==> config.mk <==
export PLATFORM = sky130hd
export DESIGN_NAME = softmax_row_scheduler
export DESIGN_NICKNAME = d
export VERILOG_FILES = /design/src/rtl/softmax_row_scheduler.sv
export SDC_FILE = /design/constraint.sdc
export NUM_CORES = 1
export LEC_CHECK = 0
export CORE_ASPECT_RATIO = 0.9
export CORE_UTILIZATION = 38
export DETAILED_ROUTE_END_ITERATION = 7
export PLACE_DENSITY = 0.56
export SLEW_MARGIN = 30
export SYNTH_ARGS = -nofsm -noshare
export SYNTH_HDL_FRONTEND = slang
export SYNTH_SLANG_ARGS = --single-unit
==> constraint.sdc <==
create_clock -name i_clk -period 2 [get_ports i_clk]
set_input_delay 0.4 -clock i_clk [delete_from_list [all_inputs] [get_ports i_clk]]
set_output_delay 0.4 -clock i_clk [all_outputs]
set_load 0.005 [all_outputs]
==> src/rtl/softmax_row_scheduler.sv <==
// softmax_row_scheduler
//   Shares one in-order, fixed-latency softmax engine among N_REQ row
//   requesters. It picks requesters round-robin and enforces a minimum
//   spacing of MIN_GAP cycles between engine issues. It limits the rows in
//   flight to MAX_INFLIGHT. A small FIFO holds {owner, tag} for each issued
//   row, so every completion can be reported with the row that produced it.
//   A drain request stops new issues and reports when the engine is empty.
//
//   Handshake: a requester raises i_req (with i_tag) and holds it until it
//   sees its bit of o_gnt for one cycle. The grant is taken as soon as it is
//   given; there is no ready/back-pressure on the grant side. The engine
//   receives a one-cycle o_sm_valid issue pulse, and it returns exactly one
//   i_sm_valid pulse per issued row, in issue order.
//
//   Optional macro: SOFTMAX_SCHED_TIMEOUT_EN adds a 16-bit completion
//   watchdog that raises o_err if rows stay in flight with no completion.
//
//   Ports
//     i_clk, i_rst            clock, synchronous active-high reset
//     i_req, i_tag            per-requester request and row tag
//     i_drain                 level: stop issuing, wait for in-flight rows
//     i_sm_valid              engine completion pulse
//     o_gnt                   one-hot grant pulse
//     o_sm_valid, o_sm_sel    engine issue pulse and granted requester index
//     o_done, o_done_req,
//     o_done_tag              completion pulse with owner and tag
//     o_inflight              rows issued and not yet completed
//     o_drained               one-cycle pulse when a drain finishes
//     o_err                   sticky error (completion underflow / watchdog)
//     o_state                 debug view of the FSM state (IDLE=0, GAP=1, DRAIN=2)
module softmax_row_scheduler #(
  parameter int N_REQ        = 2,
  parameter int MAX_INFLIGHT = 4,
  parameter int TAG_W        = 4,
  parameter int MIN_GAP      = 3,
  localparam int SEL_W       = (N_REQ > 1) ? $clog2(N_REQ) : 1,
  localparam int CNT_W       = $clog2(MAX_INFLIGHT) + 1
) (
  input  logic                        i_clk,
  input  logic                        i_rst,
  input  logic [N_REQ-1:0]            i_req,
  input  logic [N_REQ-1:0][TAG_W-1:0] i_tag,
  input  logic                        i_drain,
  input  logic                        i_sm_valid,
  output logic [N_REQ-1:0]            o_gnt,
  output logic                        o_sm_valid,
  output logic [SEL_W-1:0]            o_sm_sel,
  output logic                        o_done,
  output logic [SEL_W-1:0]            o_done_req,
  output logic [TAG_W-1:0]            o_done_tag,
  output logic [CNT_W-1:0]            o_inflight,
  output logic                        o_drained,
  output logic                        o_err,
  output logic [1:0]                  o_state
);

  localparam int PTR_W = $clog2(MAX_INFLIGHT);
  localparam int GAP_W = (MIN_GAP > 1) ? $clog2(MIN_GAP) : 1;

  typedef enum logic [1:0] {ST_IDLE = 2'd0, ST_GAP = 2'd1, ST_DRAIN = 2'd2} state_t;

  state_t           state;
  logic [GAP_W-1:0] gap_cnt;
  logic             drain_done;   // drained pulse already given in this drain
  logic [SEL_W-1:0] rr_ptr;       // highest-priority requester index
  logic [PTR_W-1:0] wr_ptr, rd_ptr;
  logic [SEL_W-1:0] fifo_sel [MAX_INFLIGHT];
  logic [TAG_W-1:0] fifo_tag [MAX_INFLIGHT];

  logic             pick_found;
  logic [SEL_W-1:0] pick_sel;
  logic [SEL_W-1:0] cand;
  logic             issue, pop, underflow, wdog_hit;
  logic [CNT_W-1:0] cnt_next;

  assign o_state = state;

  // Round-robin search, starting at rr_ptr and wrapping.
  always_comb begin
    pick_found = 1'b0;
    pick_sel   = '0;
    cand       = '0;
    for (int i = 0; i < N_REQ; i++) begin
      cand = SEL_W'((int'(rr_ptr) + i) % N_REQ);
      if (!pick_found && i_req[cand]) begin
        pick_found = 1'b1;
        pick_sel   = cand;
      end
    end
  end

  assign issue     = (state == ST_IDLE) && !i_drain && pick_found &&
                     (o_inflight < CNT_W'(MAX_INFLIGHT));
  assign pop       = i_sm_valid && (o_inflight != '0);
  assign underflow = i_sm_valid && (o_inflight == '0);

  always_comb begin
    cnt_next = o_inflight;
    if (issue && !pop) cnt_next = o_inflight + CNT_W'(1);
    else if (!issue && pop) cnt_next = o_inflight - CNT_W'(1);
  end

`ifdef SOFTMAX_SCHED_TIMEOUT_EN
  logic [15:0] wdog;
  always_ff @(posedge i_clk) begin
    if (i_rst) wdog <= '0;
    else if (o_inflight == '0 || i_sm_valid) wdog <= '0;
    else if (wdog != 16'hFFFF) wdog <= wdog + 16'd1;
  end
  assign wdog_hit = (wdog == 16'hFFFF);
`else
  assign wdog_hit = 1'b0;
`endif

  // Row bookkeeping storage. It needs no reset: the pointers define validity.
  always_ff @(posedge i_clk) begin
    if (issue) begin
      fifo_sel[wr_ptr] <= pick_sel;
      fifo_tag[wr_ptr] <= i_tag[pick_sel];
    end
  end

  always_ff @(posedge i_clk) begin
    if (i_rst) begin
      state      <= ST_IDLE;
      gap_cnt    <= '0;
      drain_done <= 1'b0;
      rr_ptr     <= '0;
      wr_ptr     <= '0;
      rd_ptr     <= '0;
      o_gnt      <= '0;
      o_sm_valid <= 1'b0;
      o_sm_sel   <= '0;
      o_done     <= 1'b0;
      o_done_req <= '0;
      o_done_tag <= '0;
      o_inflight <= '0;
      o_drained  <= 1'b0;
      o_err      <= 1'b0;
    end else begin
      o_gnt      <= issue ? (N_REQ'(1) << pick_sel) : '0;
      o_sm_valid <= issue;
      o_sm_sel   <= issue ? pick_sel : '0;
      o_done     <= pop;
      o_done_req <= pop ? fifo_sel[rd_ptr] : '0;
      o_done_tag <= pop ? fifo_tag[rd_ptr] : '0;
      o_inflight <= cnt_next;
      o_drained  <= 1'b0;
      o_err      <= o_err | underflow | wdog_hit;

      if (issue) begin
        wr_ptr <= wr_ptr + PTR_W'(1);
        rr_ptr <= (pick_sel == SEL_W'(N_REQ - 1)) ? '0 : pick_sel + SEL_W'(1);
      end
      if (pop) rd_ptr <= rd_ptr + PTR_W'(1);

      case (state)
        ST_IDLE: begin
          if (i_drain) begin
            state      <= ST_DRAIN;
            drain_done <= 1'b0;
          end else if (issue && MIN_GAP > 1) begin
            state   <= ST_GAP;
            gap_cnt <= GAP_W'(MIN_GAP - 1);
          end
        end
        ST_GAP: begin
          if (i_drain) begin
            state      <= ST_DRAIN;
            drain_done <= 1'b0;
          end else if (gap_cnt == GAP_W'(1)) begin
            state <= ST_IDLE;
          end else begin
            gap_cnt <= gap_cnt - GAP_W'(1);
          end
        end
        ST_DRAIN: begin
          // cnt_next is used so the pulse lines up with the last o_done.
          if (!drain_done) begin
            if (cnt_next == '0) begin
              o_drained <= 1'b1;
              if (!i_drain) state <= ST_IDLE;
              else drain_done <= 1'b1;
            end
          end else if (!i_drain) begin
            state <= ST_IDLE;
          end
        end
        default: state <= ST_IDLE;
      endcase
    end
  end

endmodule

==> flow_metrics.env <==
export IMPL_clk_path_buf_depth=2
export IMPL_timing_reg2reg_setup_slack_ns=0.07
export IMPL_drt_first_pass_iters=4
export IMPL_initial_utilization_pct=40.8
export IMPL_post_route_cell_area_sq_um=2480
export IMPL_grt_max_degree=15
export IMPL_path_cells="clkdlybuf4s50_1 > or2_4 > a311oi_4 > nor2_1 > o32a_1 > a32o_1"
export IMPL_cts_resized=0
export IMPL_slowest_delay_ns=0.43
export IMPL_numPortBuffers=30
export IMPL_critical_path_required_time_ns=2.18
export IMPL_syn_area_sq_um=1880
export IMPL_postSynth_asyncResetShare_pct=0
export IMPL_slew_headroom_pct=71.4
export IMPL_die_height_microns=68.7
export IMPL_total_leakage_power_nw=0.927
export IMPL_yosys_register_bits=44
export IMPL_crit_slowest_cell="sky130_fd_sc_hd__clkdlybuf4s50_1"
export IMPL_synth_warning_count=0
export IMPL_hold_class="flop to flop"
export IMPL_drt_iter0_markers=82
export IMPL_die_w_microns=76.2
export IMPL_post_synthesis_share_of_cell_area_spent_on_and_or_nand_and_nor_gates_pct=14.0
export IMPL_synth_avg_cell_area_sq_um=12.2
export IMPL_cts_sink_count=44
export IMPL_ioPinCount=31
export IMPL_postRouteWirelength_mm=3.77
export IMPL_buffer_type_at_the_clock_tree_root="sky130_fd_sc_hd__clkbuf_8"
export IMPL_place_gp_congestion=0.870
export IMPL_status="complete, no violations"
export IMPL_worst_r2r_dst="o_drained"
export IMPL_postCtsHoldBufs=0
export IMPL_post_route_drc_count=0
export IMPL_report_final_hold_viol_count=0
export IMPL_drive_gt1_share_pct=19.2
export IMPL_final_core_util_pct=53.9
export IMPL_hold_sp="o_err"
export IMPL_cts_tree="built"
export IMPL_worst_pin_slew_ns=0.428
export IMPL_final_common_cell="sky130_fd_sc_hd__clkdlybuf4s50_1"
export IMPL_path_buf_inv=1
export IMPL_multiInputGateArea_sq_um=749
export IMPL_worst_setup_skew_after_layout_ns=0.00622
export IMPL_initial_antenna_violation_count=0
export IMPL_detailed_place_hpwl_mm=2.81
export IMPL_core_sq_um=4600
export IMPL_cts_inserted_buffers=5
export IMPL_synth_area_mux_share_pct=8.92
export IMPL_reg2regPathDepth=7
export IMPL_synthesis_instances=154
export IMPL_synth_compound_gate_area_share_pct=8.72
export IMPL_yosys_most_used_dff="sky130_fd_sc_hd__dfxtp_1"
export IMPL_critPathTopFamily="compound AO/OA/AOI/OAI gates"
export IMPL_num_vias=1267
export IMPL_period_share_pct=97.2
export IMPL_layout_min_cycle_time_ns=1.94
export IMPL_synth_cell_type_count=41
export IMPL_register_area_sq_um=1080
export IMPL_clock_latency_reported_for_the_late_side_of_the_worst_skew_pair_ns=0.29
export IMPL_hold_crit_endpoint="o_err"
export IMPL_grt_setup_unrepaired="true"
export IMPL_route_detailed_wl_per_inst_microns=14.2
export IMPL_post_drt_via_cell_ratio=4.78
export IMPL_sequential_cell_area_fraction_in_the_yosys_report_pct=57.5
export IMPL_n_antenna_cell=0
export IMPL_grt_use_total_pct=16.0
export IMPL_fin_cells=265
export IMPL_path_class="input port to flop"
export IMPL_synth_xor_area_share_pct=2.33
export IMPL_cp_end_kind="flop"
export IMPL_place_area_sq_um=2360
export IMPL_critical_path_reg2reg_startpoint="o_inflight[0]"
export IMPL_number_of_synthesized_flops_with_an_enable_pin=20
export IMPL_worst_path_maximum_fanout=5
export IMPL_synth_fa_ha_area_share_pct=5.32
export IMPL_grt_overflow=0
export IMPL_cts_setup_buffers=0
export IMPL_maximum_vdd_drop_v=0.000808
export IMPL_fp_dieArea_sq_um=5230
export IMPL_max_cap_violations=0
export IMPL_combinational_family_with_the_most_area_after_synthesis="simple AND/OR/NAND/NOR gates"
export IMPL_global_route_wire_length_before_repair_mm=6.15
export IMPL_rows=23
export IMPL_drv_slew=0
export IMPL_layout_area_overhead_vs_synth_pct=32.0
export IMPL_grt_pass1_vias=1278
export IMPL_postSynthNetCount=176
export IMPL_critPathLaunchType="input port"
export IMPL_fillers=401
export IMPL_clkSlewWorstSetupHoldPaths_ns=0.08
export IMPL_power_density_nw_per_um2=1190
export IMPL_timing_critical_path_arrival_ns=2.13
export IMPL_final_setup_viol_count=0
export IMPL_holdPathStages=2
export IMPL_fmax_achieved_mhz=514
export IMPL_placed_cells=257
export IMPL_htree_num_levels=2
export IMPL_layout_common_cells="sky130_fd_sc_hd__clkdlybuf4s50_1, sky130_fd_sc_hd__dfxtp_1, sky130_fd_sc_hd__edfxtp_1, sky130_fd_sc_hd__nor2_1, sky130_fd_sc_hd__buf_4"
export IMPL_final_antenna_net_count=0
export IMPL_fin_nets=224
export IMPL_finalPower_mw=2.96
[worst min-delay path, cell delays in order (launching register included)]
cell	delay, ns
sky130_fd_sc_hd__dfxtp_1	0.33
sky130_fd_sc_hd__a21oi_1	0.04
sky130_fd_sc_hd__nor2_1	0.07
[worst max-delay path by stage]
stage / from / to / cells after the start
2_1_floorplan: o_inflight[0] / o_drained / 7
3_3_place_gp: i_req[0] / drain_done / 6
3_5_place_dp: i_req[0] / drain_done / 6
4_1_cts: o_inflight[0] / o_drained / 7
5_1_grt: o_inflight[0] / o_drained / 7
6_report: i_req[0] / drain_done / 6
[through the flow]
step	setup TNS, ns	setup WS [ns]	hold slack, ns
floorplan	0	0.110	0.443
detailed placement	-2.02	-0.226	0.459
global route	-0.0243	-0.0243	0.498
global placement	-1.49	-0.163	0.453
CTS	0	0.0432	0.473
finish	0	0.0560	0.472
[cell families (layout without fill, tap and decap cells)]
logic type / count (synthesis) / after routing
adder cells (fa/ha/maj): 8 / 8
AO/OA/AOI/OAI: 22 / 22
XOR/XNOR: 5 / 5
flip-flops: 44 / 44
AND/OR/NAND/NOR: 50 / 50
multiplexers: 10 / 10
buffers and inverters: 15 / 64
[routing by layer]
metal	track usage (%)	wire (microns)	vias to the layer above
met5	0	0	-
met4	5.77	18	0
met3	3.82	131	2
met2	27.7	1790	27
met1	20.0	1830	602
li1	-	-	636
[Yosys cell counts, types with 2 or more instances]
library cell,n,share of area (%)
sky130_fd_sc_hd__inv_1,9,1.8
sky130_fd_sc_hd__a31oi_1,2,0.67
sky130_fd_sc_hd__nor2b_1,4,1.3
sky130_fd_sc_hd__and3_1,2,0.67
sky130_fd_sc_hd__mux2_2,4,2.4
sky130_fd_sc_hd__xnor2_1,3,1.4
sky130_fd_sc_hd__nor2_1,18,3.6
sky130_fd_sc_hd__edfxtp_1,20,32
sky130_fd_sc_hd__mux4_2,5,6.0
sky130_fd_sc_hd__nand2_1,6,1.2
sky130_fd_sc_hd__clkbuf_1,4,0.80
sky130_fd_sc_hd__and2_1,11,3.7
sky130_fd_sc_hd__xor2_1,2,0.93
sky130_fd_sc_hd__ha_1,8,5.3
sky130_fd_sc_hd__a211oi_1,2,0.80
sky130_fd_sc_hd__dfxtp_1,24,26
sky130_fd_sc_hd__a21oi_1,6,1.6
[final cells by class]
cell class,instances,area share (%)
inverter,9,1.36
tap,62,3.13
sequential,44,43.6
clock buffer,5,2.77
clock inverter,3,1.71
timing repair buffer,47,17.2
multi-input combinational,95,30.2
[report_power, final]
part           internal (mW)  switching [mW]
clock network          0.370           0.298
logic                  0.590           0.495
registers               1.09           0.113
[flip-flops by register name, indices dropped and copies added, names as in the netlist]
signal and flops:
drain_done 1, rr_ptr 1, fifo_tag 16, o_inflight 3, o_done 1, gap_cnt 2, wr_ptr 2, o_drained 1
o_state 2, o_err 1, fifo_sel 4, o_sm_valid 1, o_gnt 2, o_done_req 1, o_done_tag 4, rd_ptr 2
Note: power is estimated with default switching activity, not from simulation.
